===== src/rtl/hamming_frame_pkg.sv =====
// hamming_frame_pkg: framing constants shared by the inserter and the receive-side synchroniser
package hamming_frame_pkg;
  localparam int CW_W = 7;
  localparam int SYNC_W = 8;
  localparam logic [SYNC_W-1:0] SYNC_WORD = 8'b11100100;
  typedef enum logic [1:0] {FILL, SEND_SYNC, SEND_PAYLOAD} frame_tx_state_t;
endpackage


===== src/rtl/frame_payload_buffer.sv =====
// frame_payload_buffer: serial-in/serial-out payload store, oldest bit presented at head
module frame_payload_buffer
#(
  parameter int W = 56
) (
  input  logic clk,
  input  logic rst,
  input  logic shift_in,
  input  logic shift_out,
  input  logic serial,
  output logic head
);
  import hamming_frame_pkg::*;
  logic [W-1:0] sr;
  assign head = sr[W-1];
  // shift toward the head on either accept or emit; emit backfills zeros
  always_ff @(posedge clk or posedge rst)
    if (rst) sr <= '0;
    else if (shift_in || shift_out) sr <= {sr[W-2:0], shift_in & serial};
endmodule


===== src/rtl/hamming_frame_inserter.sv =====
// hamming_frame_inserter: buffers a payload of codeword bits then emits sync word + payload
module hamming_frame_inserter
#(
  parameter int CW_W = hamming_frame_pkg::CW_W,
  parameter int CW_PER_FRAME = 8,
  parameter int SYNC_W = hamming_frame_pkg::SYNC_W,
  parameter logic [SYNC_W-1:0] SYNC_WORD = hamming_frame_pkg::SYNC_WORD
) (
  input  logic       clk_out,
  input  logic       rst,
  input  logic       data_in,
  input  logic       data_valid,
  output logic       data_in_ready,
  output logic       data_out,
  output logic       data_out_valid,
  output logic       frame_start,
  output logic [7:0] frame_cnt
);
  import hamming_frame_pkg::*;
  localparam int PAYLOAD_W = CW_W * CW_PER_FRAME;
  localparam int CNT_W = $clog2(SYNC_W > PAYLOAD_W ? SYNC_W : PAYLOAD_W);
  localparam logic [CNT_W-1:0] PAY_LAST = CNT_W'(PAYLOAD_W - 1);
  localparam logic [CNT_W-1:0] SYNC_LAST = CNT_W'(SYNC_W - 1);
  localparam logic [CNT_W-1:0] SYNC_PENULT = CNT_W'(SYNC_W - 2);
  frame_tx_state_t state;
  logic [CNT_W-1:0] bit_cnt;
  logic head, accept, shift_out, sync_bit;
  assign data_in_ready = state == FILL;
  assign accept = data_valid && data_in_ready;
  assign shift_out = (state == SEND_SYNC && bit_cnt == SYNC_LAST) || (state == SEND_PAYLOAD && bit_cnt != PAY_LAST);
  assign sync_bit = 1'(SYNC_WORD >> (SYNC_PENULT - bit_cnt));
  frame_payload_buffer #(.W(PAYLOAD_W)) u_buf (
    .clk(clk_out),
    .rst(rst),
    .shift_in(accept),
    .shift_out(shift_out),
    .serial(data_in),
    .head(head)
  );
  // frame FSM: bit_cnt is reused per phase and cleared at every phase change
  always_ff @(posedge clk_out or posedge rst)
    if (rst) begin
      state <= FILL;
      bit_cnt <= '0;
      data_out <= 1'b0;
      data_out_valid <= 1'b0;
      frame_start <= 1'b0;
      frame_cnt <= '0;
    end else begin
      frame_start <= 1'b0;
      case (state)
        FILL:
          if (accept) begin
            if (bit_cnt == PAY_LAST) begin
              state <= SEND_SYNC;
              bit_cnt <= '0;
              data_out <= SYNC_WORD[SYNC_W-1];
              data_out_valid <= 1'b1;
              frame_start <= 1'b1;
            end else bit_cnt <= bit_cnt + 1'b1;
          end
        SEND_SYNC:
          if (bit_cnt == SYNC_LAST) begin
            state <= SEND_PAYLOAD;
            bit_cnt <= '0;
            data_out <= head;
          end else begin
            data_out <= sync_bit;
            bit_cnt <= bit_cnt + 1'b1;
          end
        SEND_PAYLOAD:
          if (bit_cnt == PAY_LAST) begin
            state <= FILL;
            bit_cnt <= '0;
            data_out <= 1'b0;
            data_out_valid <= 1'b0;
            frame_cnt <= frame_cnt + 1'b1;
          end else begin
            data_out <= head;
            bit_cnt <= bit_cnt + 1'b1;
          end
        default: state <= FILL;
      endcase
    end
endmodule

===== config.mk =====
export PLATFORM = sky130hd
export DESIGN_NAME = hamming_frame_inserter
export DESIGN_NICKNAME = d
export VERILOG_FILES = /design/src/rtl/hamming_frame_pkg.sv /design/src/rtl/frame_payload_buffer.sv /design/src/rtl/hamming_frame_inserter.sv
export SDC_FILE = /design/constraint.sdc
export NUM_CORES = 1
export LEC_CHECK = 0
export ABC_AREA = 1
export CAP_MARGIN = 5
export CORE_MARGIN = 2
export CORE_UTILIZATION = 54
export DETAILED_ROUTE_END_ITERATION = 10
export GPL_TIMING_DRIVEN = 1
export PLACE_DENSITY = 0.75
export SETUP_SLACK_MARGIN = 0.4
export SYNTH_ARGS = -nofsm -noshare
export SYNTH_HDL_FRONTEND = slang
export SYNTH_SLANG_ARGS = --single-unit

===== constraint.sdc =====
create_clock -name clk_out -period 2.3 [get_ports clk_out]
set_input_delay 0.23 -clock clk_out [delete_from_list [all_inputs] [get_ports clk_out]]
set_output_delay 0.23 -clock clk_out [all_outputs]
set_load 0.01 [all_outputs]

==> implementation parameters <==
Parameter                              Value

Finish
  Fraction of final layout cells sized beyond drive strength 1 ... around a quarter
  Most common cell after layout, fill and taps aside ... dfrtp_1
  Final standard cell count with taps included and fillers excluded ... 440
  Fill cells ... ~460
  Final core area utilization ... 64.8%
  Area growth from synthesis to layout ... 14.4%
  Post-layout net count ... 370
  Diodes inserted ... 0
  Most frequent cells in the layout ... dfrtp_1 (74), nand2_1 (55), inv_1 (49)

Timing
  Setup repair after global routing missed its margin ... yes
  Finish-stage setup viols ... 0
  Final Critical Period ... 1.82 ns
  Setup TNS Final ... 0 ns
  Peak clock frequency supported by timing ... 549 MHz
  Share of the clock period used by the worst path after layout ... 79.2%
  Worst slew margin relative to its limit ... between 70% and 80%
  Fin. Hold Viols ... 0
  Minimum setup slack in the final design ... 0.479 ns
  Slew at the pin closest to its max-slew limit ... 0.422 ns
  Number of slew-limit violations in the final report ... 0
  Setup Skew ... 0.00884 ns

Worst setup path
  CP max stage delay ... about 0.53 ns
  Critical path launch point type ... flop
  Critical Path End Type ... primary output
  Worst reg2reg path endpoint ... u_buf.sr[25]
  Worst Reg-to-Reg Cells ... 9
  Kind of critical path ... flop to primary output
  Slowest stage cell, crit path ... clkdlybuf4s50_1
  Setup slack of the most critical reg-to-reg path ... roughly 0.54 ns
  Endpoint arrival time on the critical path ... approximately 1.6 ns
  Reg-to-Reg Start ... bit_cnt[1]
  Crit path max fanout ... 5
  Required time of the critical path ... a little over 2 ns
  Critical path, cell by cell ... inv_1 > ha_4 > clkdlybuf4s50_1

Detailed routing
  Antenna Nets Post-Route ... 0
  Average via count per standard cell ... roughly 5.0
  Drt initial violations ... 111
  Top layer in use ... met4
  Number of detailed-routing iterations run before antenna repair ... 4
  Post-Route WL ... approximately 5200 um
  Length of routed met2 wiring ... approximately 2300 um
  Wirelength per Cell ... between 10 and 15 um
  Routed met3 length ... around 210 um
  DR DRC count ... 0
  WL met1 ... 2630 um
  Vias post-DR ... 2200

Synthesis
  Post-Synth XOR/XNOR Area ... 2.05%
  Post-Syn Instances ... 340
  Top post-synthesis cells by area ... dfrtp_1 (55%), a21oi_2 (6.9%), nand2_1 (6.1%)
  Fraction of the mapped netlist area in compound gates ... between 10 and 15%
  Fraction of synthesized area in multiplexers ... 0%
  Share of the synthesized area in the top cell type ... between 50% and 60%
  Share of synthesized cell area in full adder, half adder and majority cells ... about 2.2%
  Synthesized area per cell ... 10.0 um^2
  Post-synthesis instance area ... between 0.003 and 0.004 mm^2
  Number of register bits inferred by synthesis ... 75
  Post-synthesis sequential area ratio ... between 50% and 60%
  Combinational family with the most area after synthesis ... simple AND/OR/NAND/NOR gates
  Warnings from Yosys ... 0
  Cell variety after synth ... 26
  Cell type with the largest total area after synthesis ... dfrtp_1
  Net count of the mapped netlist ... 350
  Simple-Gate Fraction of Synth Area ... between 15 and 20%

Placement
  Routability congestion estimate ... 0.807
  Placed wire-length estimate ... around 3300 um
  Post-Place Worst Slack ... between 0.3 and 0.4 ns
  Buffers on Ports ... 15
  Total placed cells including tap cells ... about 420

Die
  Area inside the core boundary ... between 0.006 and 0.007 mm^2
  Total die area ... around 0.0070 mm^2
  Y dimension of the die ... 83.5 um
  Cell row count ... 28
  Horiz. Die Dim ... approximately 83 um
  Effective utilization at floorplan ... between 50% and 60%
  I/O pin count ... 16

Clock tree
  Number of buffers on the longest clock path ... 2
  Clock tree from TritonCTS ... yes
  Skew-Pair Late Insertion Delay ... between 0.3 and 0.4 ns
  Clock-pin slew reported for the worst setup and hold paths after clock tree synthesis ... around 0.08 ns
  Clock root buffer ... clkbuf_8
  CTS sink count ... 75
  Number of clock buffers inserted by TritonCTS ... 9
  Number of levels the H-tree was split into ... 3

Worst hold path
  Hold/Removal Path Class ... input pin to asynchronous set/reset pin

Power
  Pwr/cell area ... 1560 mW/mm^2
  Design Power ... roughly 6 mW
  Max VDD drop ... approximately 0.75 mV
  Reported leakage power ... about 1.8 nW

Outcome
  Run status ... finished, final reports clean

Job
  Max-capacitance violation count ... 0

Global routing
  Number of antenna violations at the first check in global routing ... 0
  Wire length of the first global-routing pass ... 9120 um
  Total grt overflow ... 0
  Overall Global Routing Usage ... 16.6%
  Pin count of the biggest net entering global routing ... between 70 and 80
  Vias in the first global route ... about 2000
stage by stage:
| step | hold WS (ns) | instance area, um^2 |
|---|---|---|
| floorplan | 0.351 | 3420 |
| global placement | 0.461 | 3630 |
| detailed placement | 0.465 | 3630 |
| CTS | 0.344 | 3890 |
| global route | 0.366 | 3900 |
| finish | 0.320 | 3900 |
where the power goes:
part / leakage (nW) / internal (mW) / switching [mW]
registers: 0.906 / 1.95 / 0.360
clock network: 0.123 / 0.752 / 0.490
logic: 0.793 / 1.01 / 1.50
total: 1.82 / 3.71 / 2.36
worst max path at each step:
stage | depth (start not counted) | from | slack [ns] | end
after floorplan | 7 | state[0] | 0.64 | bit_cnt[5]
after global placement | 9 | bit_cnt[0] | 0.45 | u_buf.sr[26]
final | 3 | state[1] | 0.48 | data_in_ready
after detailed placement | 9 | bit_cnt[0] | 0.37 | u_buf.sr[22]
after global routing | 9 | bit_cnt[1] | 0.39 | u_buf.sr[20]
after CTS | 3 | state[1] | 0.43 | data_in_ready
cell families (layout without fill, tap and decap cells):
family,after synthesis,count (layout)
flip-flops,75,75
AND/OR/NAND/NOR,116,117
buffers and inverters,62,86
XOR/XNOR,8,8
AO/OA/AOI/OAI,73,73
adder cells (fa/ha/maj),6,6
per-layer routing:
| metal | track usage (%) | up-vias |
|---|---|---|
| li1 | - | 1122 |
| met1 | 23.6 | 1032 |
| met2 | 23.1 | 38 |
| met3 | 5.44 | 8 |
| met4 | 7.48 | 0 |
| met5 | 0 | - |
what timing repair did:
item	CTS	global route
cloned	1	0
pin swaps	0	0
resized for setup	1	3
hold buffers	0	0
buffers inserted	0	0
setup endpoints to repair	24	38
endpoints found under the hold margin	0	0
synth_stat cells:
cell type  count
a21oi_1        5
a21oi_2       27
a41oi_1        1
and3_1         1
buf_6         10
clkbuf_1       2
dfrtp_1       75
ha_1           6
inv_1         50
nand2_1       55
nand2_4        3
nand3_1        9
nand3_4        2
nand4_1        3
nor2_1        12
nor2_2        27
nor2_8         1
nor3_1         2
nor4_1         1
o21ai_0       28
o21ai_1        7
o21ai_2        3
o21bai_1       1
o31ai_1        1
xnor2_1        5
xor2_1         3
worst max-delay path: cells and delay by family (launching register included):
kind	cells	cell delay, ns
flops	1	0.40
buf+inv	2	0.67
fa+ha+maj	1	0.17
final cells by class:
| type | instances | area [um^2] | area share, % |
|---|---|---|---|
| Multi-Input combinational cell | 204 | 1250 | 32.1 |
| Sequential cell | 75 | 1880 | 48.1 |
| Clock buffer | 10 | 138 | 3.53 |
| Clock inverter | 6 | 111 | 2.85 |
| Inverter | 50 | 191 | 4.91 |
| Timing Repair Buffer | 20 | 238 | 6.09 |
| Tap cell | 75 | 93.8 | 2.40 |
flip-flops by register name, summed over array words and instances, names as in the netlist:
signal and flops:
bit_cnt 6, data_out 1, u_buf.sr 56, state 2, frame_cnt 8, data_out_valid 1
frame_start 1
No activity file was read; power rests on OpenSTA's default activity.
